==> src/rtl/spi_seq_pkg.sv <==
// Shared types and constants for the SPI flash command sequencer.
// Byte-lane helpers are used for both opcode/address emission and data packing.
package spi_seq_pkg;

  typedef enum logic [2:0] {
    ST_IDLE  = 3'd0,
    ST_OPC   = 3'd1,
    ST_ADR   = 3'd2,
    ST_FETCH = 3'd3,
    ST_DATA  = 3'd4,
    ST_STORE = 3'd5,
    ST_CSHI  = 3'd6
  } seq_state_e;

  localparam int LEN_W       = 8;
  localparam int IDX_W       = 8;
  localparam int CS_GAP_DEF  = 2;
  localparam int ACK_TMO_DEF = 16;

  localparam logic [7:0] OP_READ = 8'h03;
  localparam logic [7:0] OP_PP   = 8'h02;

  // Lane 0 is the most significant byte (big-endian order on the wire).
  function automatic logic [7:0] lane_byte(input logic [31:0] w, input logic [1:0] lane);
    case (lane)
      2'd0:    lane_byte = w[31:24];
      2'd1:    lane_byte = w[23:16];
      2'd2:    lane_byte = w[15:8];
      default: lane_byte = w[7:0];
    endcase
  endfunction

  function automatic logic [31:0] lane_put(input logic [31:0] w, input logic [1:0] lane,
                                           input logic [7:0] b);
    lane_put = w;
    case (lane)
      2'd0:    lane_put[31:24] = b;
      2'd1:    lane_put[23:16] = b;
      2'd2:    lane_put[15:8]  = b;
      default: lane_put[7:0]   = b;
    endcase
  endfunction

endpackage

==> src/rtl/spi_word_packer.sv <==
// 4-byte pack/unpack register with a byte-lane counter. Loads a fetched word for
// transmit, or accumulates received bytes MSB-first into a cleared word.
module spi_word_packer
  import spi_seq_pkg::*;
(
  input  logic        i_clk,
  input  logic        i_rst_n,
  input  logic        i_clr,
  input  logic        i_load,
  input  logic [31:0] i_load_data,
  input  logic        i_step,
  input  logic        i_capture,
  input  logic [7:0]  i_rx_byte,
  output logic [31:0] o_word,
  output logic [7:0]  o_tx_byte,
  output logic [1:0]  o_lane
);

  logic [31:0] r_word;
  logic [1:0]  r_lane;

  // Word/lane register: clear, load and step are mutually exclusive in use.
  always_ff @(posedge i_clk or negedge i_rst_n) begin
    if (!i_rst_n) begin
      r_word <= 32'h0000_0000;
      r_lane <= 2'd0;
    end else if (i_clr) begin
      r_word <= 32'h0000_0000;
      r_lane <= 2'd0;
    end else if (i_load) begin
      r_word <= i_load_data;
      r_lane <= 2'd0;
    end else if (i_step) begin
      if (i_capture) begin
        r_word <= lane_put(r_word, r_lane, i_rx_byte);
      end
      r_lane <= r_lane + 2'd1;
    end
  end

  assign o_word    = r_word;
  assign o_tx_byte = lane_byte(r_word, r_lane);
  assign o_lane    = r_lane;

endmodule

==> src/rtl/spi_flash_seq.sv <==
// SPI flash transaction sequencer: frames CS, emits opcode + 24-bit address, then
// streams data between the SPI byte shifter and the 32-bit transfer buffer.
module spi_flash_seq
  import spi_seq_pkg::*;
#(
  parameter int ADDR_W  = 8,
  parameter int CS_GAP  = CS_GAP_DEF,
  parameter int ACK_TMO = ACK_TMO_DEF
) (
  input  logic              CLK_I,
  input  logic              RST_N_I,
  input  logic              START_I,
  input  logic [7:0]        OPCODE_I,
  input  logic [23:0]       FLASH_ADR_I,
  input  logic [7:0]        LEN_I,
  input  logic              DIR_I,
  output logic              BUSY_O,
  output logic              DONE_O,
  output logic              ERR_O,
  output logic [ADDR_W-1:0] BUF_ADR_O,
  output logic              BUF_WE_O,
  output logic              BUF_STB_O,
  output logic [31:0]       BUF_DAT_O,
  input  logic [31:0]       BUF_DAT_I,
  input  logic              BUF_ACK_I,
  output logic              SH_REQ_O,
  output logic [7:0]        SH_TX_O,
  input  logic [7:0]        SH_RX_I,
  input  logic              SH_ACK_I,
  output logic              SH_CS_N_O
);

  localparam int GAP_W = (CS_GAP > 1) ? $clog2(CS_GAP) : 1;
  localparam int TMO_W = (ACK_TMO > 1) ? $clog2(ACK_TMO) : 1;
  localparam logic [GAP_W-1:0] GAP_LAST = GAP_W'(CS_GAP - 1);
  localparam logic [TMO_W-1:0] TMO_LAST = TMO_W'(ACK_TMO - 1);

  seq_state_e        r_state, w_state_nxt;
  logic [7:0]        r_opcode;
  logic [23:0]       r_adr;
  logic [LEN_W-1:0]  r_len;
  logic              r_dir;
  logic [IDX_W-1:0]  r_idx, w_idx_nxt;
  logic [1:0]        r_abyte, w_abyte_nxt;
  logic [ADDR_W-1:0] r_word, w_word_nxt;
  logic [TMO_W-1:0]  r_tmo, w_tmo_nxt;
  logic [GAP_W-1:0]  r_gap, w_gap_nxt;
  logic              r_busy, w_busy_nxt, r_done, w_done_nxt, r_err, w_err_nxt;
  logic              r_req, w_req_nxt, r_cs_n, w_cs_n_nxt;
  logic              r_stb, w_stb_nxt, r_we, w_we_nxt;
  logic [7:0]        r_tx, w_tx_nxt;
  logic [ADDR_W-1:0] r_badr, w_badr_nxt;
  logic [31:0]       r_bdat, w_bdat_nxt;
  logic              w_start, w_last;
  logic              w_pk_clr, w_pk_load, w_pk_step, w_pk_cap;
  logic [31:0]       w_pk_word;
  logic [7:0]        w_pk_tx;
  logic [1:0]        w_pk_lane;

  assign w_start = (r_state == ST_IDLE) && START_I;
  assign w_last  = (r_idx == (r_len - 8'd1));

  spi_word_packer u_packer (
    .i_clk       (CLK_I),
    .i_rst_n     (RST_N_I),
    .i_clr       (w_pk_clr),
    .i_load      (w_pk_load),
    .i_load_data (BUF_DAT_I),
    .i_step      (w_pk_step),
    .i_capture   (w_pk_cap),
    .i_rx_byte   (SH_RX_I),
    .o_word      (w_pk_word),
    .o_tx_byte   (w_pk_tx),
    .o_lane      (w_pk_lane)
  );

  // Command latch: captured only when a START is accepted in IDLE.
  always_ff @(posedge CLK_I or negedge RST_N_I) begin
    if (!RST_N_I) begin
      r_opcode <= 8'h00;
      r_adr    <= 24'h00_0000;
      r_len    <= 8'h00;
      r_dir    <= 1'b0;
    end else if (w_start) begin
      r_opcode <= OPCODE_I;
      r_adr    <= FLASH_ADR_I;
      r_len    <= LEN_I;
      r_dir    <= DIR_I;
    end
  end

  // Next-state and next-output logic; every output is registered below.
  always_comb begin
    w_state_nxt = r_state;
    w_idx_nxt   = r_idx;
    w_abyte_nxt = r_abyte;
    w_word_nxt  = r_word;
    w_tmo_nxt   = r_tmo;
    w_err_nxt   = r_err;
    w_req_nxt   = r_req;
    w_tx_nxt    = r_tx;
    w_cs_n_nxt  = r_cs_n;
    w_stb_nxt   = r_stb;
    w_we_nxt    = r_we;
    w_badr_nxt  = r_badr;
    w_bdat_nxt  = r_bdat;
    w_pk_clr    = 1'b0;
    w_pk_load   = 1'b0;
    w_pk_step   = 1'b0;
    w_pk_cap    = 1'b0;
    case (r_state)
      ST_IDLE: begin
        if (START_I) begin
          w_state_nxt = ST_OPC;
          w_req_nxt   = 1'b1;
          w_tx_nxt    = OPCODE_I;
          w_cs_n_nxt  = 1'b0;
          w_err_nxt   = 1'b0;
          w_idx_nxt   = 8'd0;
          w_word_nxt  = '0;
          w_abyte_nxt = 2'd0;
          w_pk_clr    = 1'b1;
        end else begin
          w_cs_n_nxt  = 1'b1;
        end
      end
      ST_OPC: begin
        if (SH_ACK_I) begin
          w_req_nxt   = 1'b0;
          w_state_nxt = ST_ADR;
        end else begin
          w_req_nxt   = r_req;
        end
      end
      ST_ADR: begin
        if (!r_req) begin
          w_req_nxt = 1'b1;
          w_tx_nxt  = lane_byte({r_adr, 8'h00}, r_abyte);
        end else if (SH_ACK_I) begin
          w_req_nxt = 1'b0;
          if (r_abyte != 2'd2) begin
            w_abyte_nxt = r_abyte + 2'd1;
          end else if (r_len == 8'd0) begin
            w_state_nxt = ST_CSHI;
            w_cs_n_nxt  = 1'b1;
          end else begin
            w_state_nxt = r_dir ? ST_FETCH : ST_DATA;
          end
        end else begin
          w_req_nxt = r_req;
        end
      end
      ST_FETCH, ST_STORE: begin
        if (!r_stb) begin
          w_stb_nxt  = 1'b1;
          w_we_nxt   = (r_state == ST_STORE);
          w_badr_nxt = r_word;
          w_bdat_nxt = (r_state == ST_STORE) ? w_pk_word : r_bdat;
          w_tmo_nxt  = '0;
        end else if (BUF_ACK_I) begin
          w_stb_nxt  = 1'b0;
          w_we_nxt   = 1'b0;
          w_word_nxt = r_word + ADDR_W'(1);
          if (r_state == ST_FETCH) begin
            w_pk_load   = 1'b1;
            w_state_nxt = ST_DATA;
          end else if (r_idx == r_len) begin
            w_pk_clr    = 1'b1;
            w_state_nxt = ST_CSHI;
            w_cs_n_nxt  = 1'b1;
          end else begin
            w_pk_clr    = 1'b1;
            w_state_nxt = ST_DATA;
          end
        end else if (r_tmo == TMO_LAST) begin
          // Buffer never answered: drop the request and close the frame cleanly.
          w_stb_nxt   = 1'b0;
          w_we_nxt    = 1'b0;
          w_err_nxt   = 1'b1;
          w_state_nxt = ST_CSHI;
          w_cs_n_nxt  = 1'b1;
        end else begin
          w_tmo_nxt   = r_tmo + TMO_W'(1);
        end
      end
      ST_DATA: begin
        if (!r_req) begin
          w_req_nxt = 1'b1;
          w_tx_nxt  = r_dir ? w_pk_tx : 8'h00;
        end else if (SH_ACK_I) begin
          w_req_nxt = 1'b0;
          w_pk_step = 1'b1;
          w_pk_cap  = !r_dir;
          w_idx_nxt = r_idx + 8'd1;
          if (r_dir && w_last) begin
            w_state_nxt = ST_CSHI;
            w_cs_n_nxt  = 1'b1;
          end else if (r_dir) begin
            w_state_nxt = (w_pk_lane == 2'd3) ? ST_FETCH : ST_DATA;
          end else begin
            w_state_nxt = (w_last || (w_pk_lane == 2'd3)) ? ST_STORE : ST_DATA;
          end
        end else begin
          w_req_nxt = r_req;
        end
      end
      ST_CSHI: begin
        if (r_gap == GAP_LAST) begin
          w_state_nxt = ST_IDLE;
        end else begin
          w_state_nxt = ST_CSHI;
        end
      end
      default: begin
        w_state_nxt = ST_IDLE;
        w_req_nxt   = 1'b0;
        w_stb_nxt   = 1'b0;
        w_we_nxt    = 1'b0;
        w_cs_n_nxt  = 1'b1;
      end
    endcase
    w_gap_nxt  = ((r_state == ST_CSHI) && (w_state_nxt == ST_CSHI)) ? (r_gap + GAP_W'(1)) : '0;
    w_done_nxt = (w_state_nxt == ST_CSHI) && (w_gap_nxt == GAP_LAST);
    w_busy_nxt = (w_state_nxt != ST_IDLE);
  end

  // State and output registers; async reset drops CS and all strobes at once.
  always_ff @(posedge CLK_I or negedge RST_N_I) begin
    if (!RST_N_I) begin
      r_state <= ST_IDLE;
      r_idx   <= 8'd0;
      r_abyte <= 2'd0;
      r_word  <= '0;
      r_tmo   <= '0;
      r_gap   <= '0;
      r_busy  <= 1'b0;
      r_done  <= 1'b0;
      r_err   <= 1'b0;
      r_req   <= 1'b0;
      r_tx    <= 8'h00;
      r_cs_n  <= 1'b1;
      r_stb   <= 1'b0;
      r_we    <= 1'b0;
      r_badr  <= '0;
      r_bdat  <= 32'h0000_0000;
    end else begin
      r_state <= w_state_nxt;
      r_idx   <= w_idx_nxt;
      r_abyte <= w_abyte_nxt;
      r_word  <= w_word_nxt;
      r_tmo   <= w_tmo_nxt;
      r_gap   <= w_gap_nxt;
      r_busy  <= w_busy_nxt;
      r_done  <= w_done_nxt;
      r_err   <= w_err_nxt;
      r_req   <= w_req_nxt;
      r_tx    <= w_tx_nxt;
      r_cs_n  <= w_cs_n_nxt;
      r_stb   <= w_stb_nxt;
      r_we    <= w_we_nxt;
      r_badr  <= w_badr_nxt;
      r_bdat  <= w_bdat_nxt;
    end
  end

  assign BUSY_O    = r_busy;
  assign DONE_O    = r_done;
  assign ERR_O     = r_err;
  assign BUF_ADR_O = r_badr;
  assign BUF_WE_O  = r_we;
  assign BUF_STB_O = r_stb;
  assign BUF_DAT_O = r_bdat;
  assign SH_REQ_O  = r_req;
  assign SH_TX_O   = r_tx;
  assign SH_CS_N_O = r_cs_n;

endmodule

==> config.mk <==
export PLATFORM = sky130hd
export DESIGN_NAME = spi_flash_seq
export DESIGN_NICKNAME = d
export VERILOG_FILES = /design/src/rtl/spi_seq_pkg.sv /design/src/rtl/spi_word_packer.sv /design/src/rtl/spi_flash_seq.sv
export SDC_FILE = /design/constraint.sdc
export NUM_CORES = 1
export LEC_CHECK = 0
export CORE_MARGIN = 4
export CORE_UTILIZATION = 45
export DETAILED_ROUTE_END_ITERATION = 7
export PLACE_DENSITY_LB_ADDON = 0.08
export SLEW_MARGIN = 30
export SYNTH_ARGS = -nofsm -noshare
export SYNTH_HDL_FRONTEND = slang
export SYNTH_SLANG_ARGS = --single-unit
==> constraint.sdc <==
create_clock -name CLK_I -period 2 [get_ports CLK_I]
set_input_delay 0.4 -clock CLK_I [delete_from_list [all_inputs] [get_ports CLK_I]]
set_output_delay 0.4 -clock CLK_I [all_outputs]
set_load 0.03 [all_outputs]
==> flow_metrics.py <==
metrics = {
    "die": {
        "design.portCount": 141,
        "row_count": 46,
        "die-area_um2": 18150,
        "die_y_um": 134.7,
        "fp.dieW_um": 134.7,
        "start_util": 0.4564,
        "core_area_um2": 15830,
    },
    "critical_path": {
        "slowest_delay_ns": 0.70,
        "worst-endpoint-arrival_ns": 1.55,
        "worstSetupPathType": "flop to output pin",
        "cp-start-kind": "flop",
        "required_ns": 1.60,
        "critical-path-top-delay-family": "buffers and inverters",
        "path_cells": "clkdlybuf4s50_1",
        "crit_path_end_kind": "output pin",
        "path_buf_inv": 1,
        "worst-path-max-fanout": 5,
        "slowest_stage": "clkdlybuf4s50_1",
    },
    "synthesis": {
        "syn_avg_cell_area_um2": 9.816,
        "yosysMostFrequentCell": "nand2_1",
        "synthTopCellsByArea": "dfrtp_1 (51%), nand2_1 (8.6%), mux2_2 (6.4%)",
        "synth_ff_type": "dfrtp_1",
        "synth_top_area_share": 0.5092,
        "synthArstFlopShare": 1.000,
        "synth_nets": 836,
        "synth_seq_area_share": 0.5128,
        "synth_cell_types": 58,
        "netlist_area_um2": 7224,
        "synth_edf_count": 0,
        "yosysWarnings": 0,
        "ys_seq_elements": 148,
        "synthCells": 736,
        "synth_top_cell_by_area": "dfrtp_1",
        "yosys-top-cells-count": "nand2_1 (166), dfrtp_1 (147), nor2_1 (53), a21oi_1 (52), mux2_2 (41)",
    },
    "cts": {
        "cts-buffers-inserted": 17,
        "clkSinkCount": 148,
        "clock_latency_ns": 0.42,
        "path_clk_slew_ns": 0.06,
        "cts_buffer_depth": 2,
        "root_buffer": "clkbuf_16",
        "htree_levels": 4,
        "cts_tree": "done",
    },
    "finish": {
        "regArea_um2": 3709,
        "antennaDiodeCount": 0,
        "multi_input_area_um2": 3456,
        "stdcell_count": 1179,
        "final_nets": 1051,
        "fill_cells": 1261,
        "final_area_um2": 10440,
        "drive_gt1_frac": 0.2274,
        "syn2layout_area_growth_pct": 44.53,
        "utilization": 0.6597,
    },
    "timing": {
        "period_share": 0.9746,
        "worst_slack_ns": 0.05083,
        "rsz0062_at_grt": "true",
        "worstMarginPinSlew_ns": 0.5222,
        "slew_viol_final": 0,
        "clock.fmax_ghz": 0.5130,
        "slew_headroom": 0.6519,
        "hold_violations": 0,
        "period_needed_ns": 1.949,
        "setup_violations": 0,
        "skew_ns": 0.01122,
        "fin_hold_ws_ns": 0.4738,
    },
    "global_routing": {
        "overflow": 0,
        "met1_usage": 0.3170,
        "antenna_found_initial": 0,
        "grt_usage": 0.2306,
        "grt_pass1_vias": 6460,
        "use_met3": 0.04583,
        "grt_max_degree": 53,
        "grt_util_met2": 0.3741,
        "globalRoute.busiestLayer": "met2",
        "grt_first_pass_wirelength_um": 33220,
    },
    "drt": {
        "ant_nets": 0,
        "drc": 3,
        "viasPerCell": 5.398,
        "wl_um": 20740,
        "first_iter_violations": 465,
        "routed-via-count": 6364,
        "wl_per_cell_um": 17.59,
        "drt-pass1-iter-count": 8,
    },
    "run": {
        "cap_violations": 0,
    },
    "outcome": {
        "violations": "DRC",
        "status": "finished with violations",
    },
    "place": {
        "io_buffer_count": 140,
        "place_ws_ns": -0.3910,
        "dp_hpwl_um": 15270,
        "placed_area_um2": 9475,
        "place_congestion": 0.8782,
        "dp_cells": 1136,
    },
    "min_path": {
        "hold_path.class": "flop to flop",
    },
    "power_and_ir_drop": {
        "ir_worst_vdd_mv": 0.9849,
        "power_density_nw_per_um2": 1551,
        "leakage_nw": 4.752,
    },
}
==> cell type report <==
class,instances,share of cell area
inverter,13,0.004913
tap,216,0.02588
clock inverter,13,0.01666
timing repair buffer,242,0.2243
clock buffer,18,0.04206
sequential,148,0.3552
multi-input combinational,529,0.3310
==> layout by cell type (no fill, tap or decap), types with 4 or more instances in the layout <==
cell	netlist	layout
nand2_1	166	166
dfrtp_1	147	144
clkdlybuf4s50_1	0	137
buf_4	2	85
a21oi_1	52	51
nor2_1	53	51
mux2_2	41	41
o31ai_1	33	29
o21ai_0	30	26
xor2_1	20	19
clkbuf_16	0	18
a222oi_1	16	16
nand3_1	11	11
buf_12	0	11
nor2b_1	10	10
ha_1	14	9
inv_1	12	8
nand4_1	8	8
a21oi_2	5	6
nor3_1	6	6
mux2i_1	5	5
and3_1	5	5
a211oi_1	8	5
xnor2_1	4	4
ha_4	0	4
inv_6	0	4
buf_6	5	4
==> flip-flops by register name (all words and copies together), names as in the netlist, 2 cells and up <==
name             flops
BUF_DAT_O           32
u_packer.o_word     32
r_adr               24
BUF_ADR_O            8
SH_TX_O              8
r_idx                8
r_len                8
r_word               8
r_tmo                4
r_state              3
r_abyte              2
u_packer.o_lane      2
==> per-stage QoR <==
stage                     setup TNS [ns]  power (mW)
after floorplan                        0       9.215
after global placement            -11.90       12.23
after detailed placement          -12.91       12.42
after CTS                              0       15.88
after global routing             -0.2085       17.19
final                                  0       16.19
==> final timing paths <==
path | startpoint | endpoint | slack, ns | cells after the start
max | SH_REQ_O$_DFFE_PN0P_ | SH_REQ_O | 0.05 | 1
min | r_adr[21]$_DFFE_PN0P_ | r_adr[21]$_DFFE_PN0P_ | 0.47 | 2
max reg2reg | r_len[1]$_DFFE_PN0P_ | r_state[1]$_DFF_PN0_ | 0.05 | 10
min reg2reg | r_adr[21]$_DFFE_PN0P_ | r_adr[21]$_DFFE_PN0P_ | 0.47 | 2
max in group asynchronous | RST_N_I | SH_CS_N_O$_DFFE_PN1P_ | 0.87 | 3
min in group asynchronous | RST_N_I | BUF_ADR_O[4]$_DFFE_PN0P_ | 0.51 | 2
==> logic make-up (layout without fill, tap and decap cells) <==
logic type / after synthesis / in the layout / share of synthesized area
AO/OA/AOI/OAI: 167 / 167 / 0.1564
XOR/XNOR: 25 / 25 / 0.03221
adder cells (fa/ha/maj): 15 / 15 / 0.02563
buffers and inverters: 59 / 286 / 0.03879
flip-flops: 148 / 148 / 0.5128
multiplexers: 46 / 46 / 0.07083
AND/OR/NAND/NOR: 276 / 276 / 0.1633
==> report_power, final <==
part / switching (mW) / internal (mW) / total [mW]
Sequential: 0.963 / 4.19 / 5.15
Clock: 1.32 / 2.01 / 3.33
Combinational: 4.17 / 3.54 / 7.71
==> repair_timing <==
item	4_1_cts	5_1_grt
setup buffers	3	8
gates resized for setup	13	43
endpoints found under the hold margin	47	0
hold buffers	1	0
cloned	0	1
pin swaps	7	13
endpoints found under the setup margin	30	80
==> metal layers <==
metal,wire length (µm),up-vias,part of all wire
li1,-,3019,-
met1,9324,3109,0.45
met2,9963,212,0.48
met3,1138,24,0.055
met4,313,0,0.015
met5,0,-,0
Power figures use the tool's default switching activity.
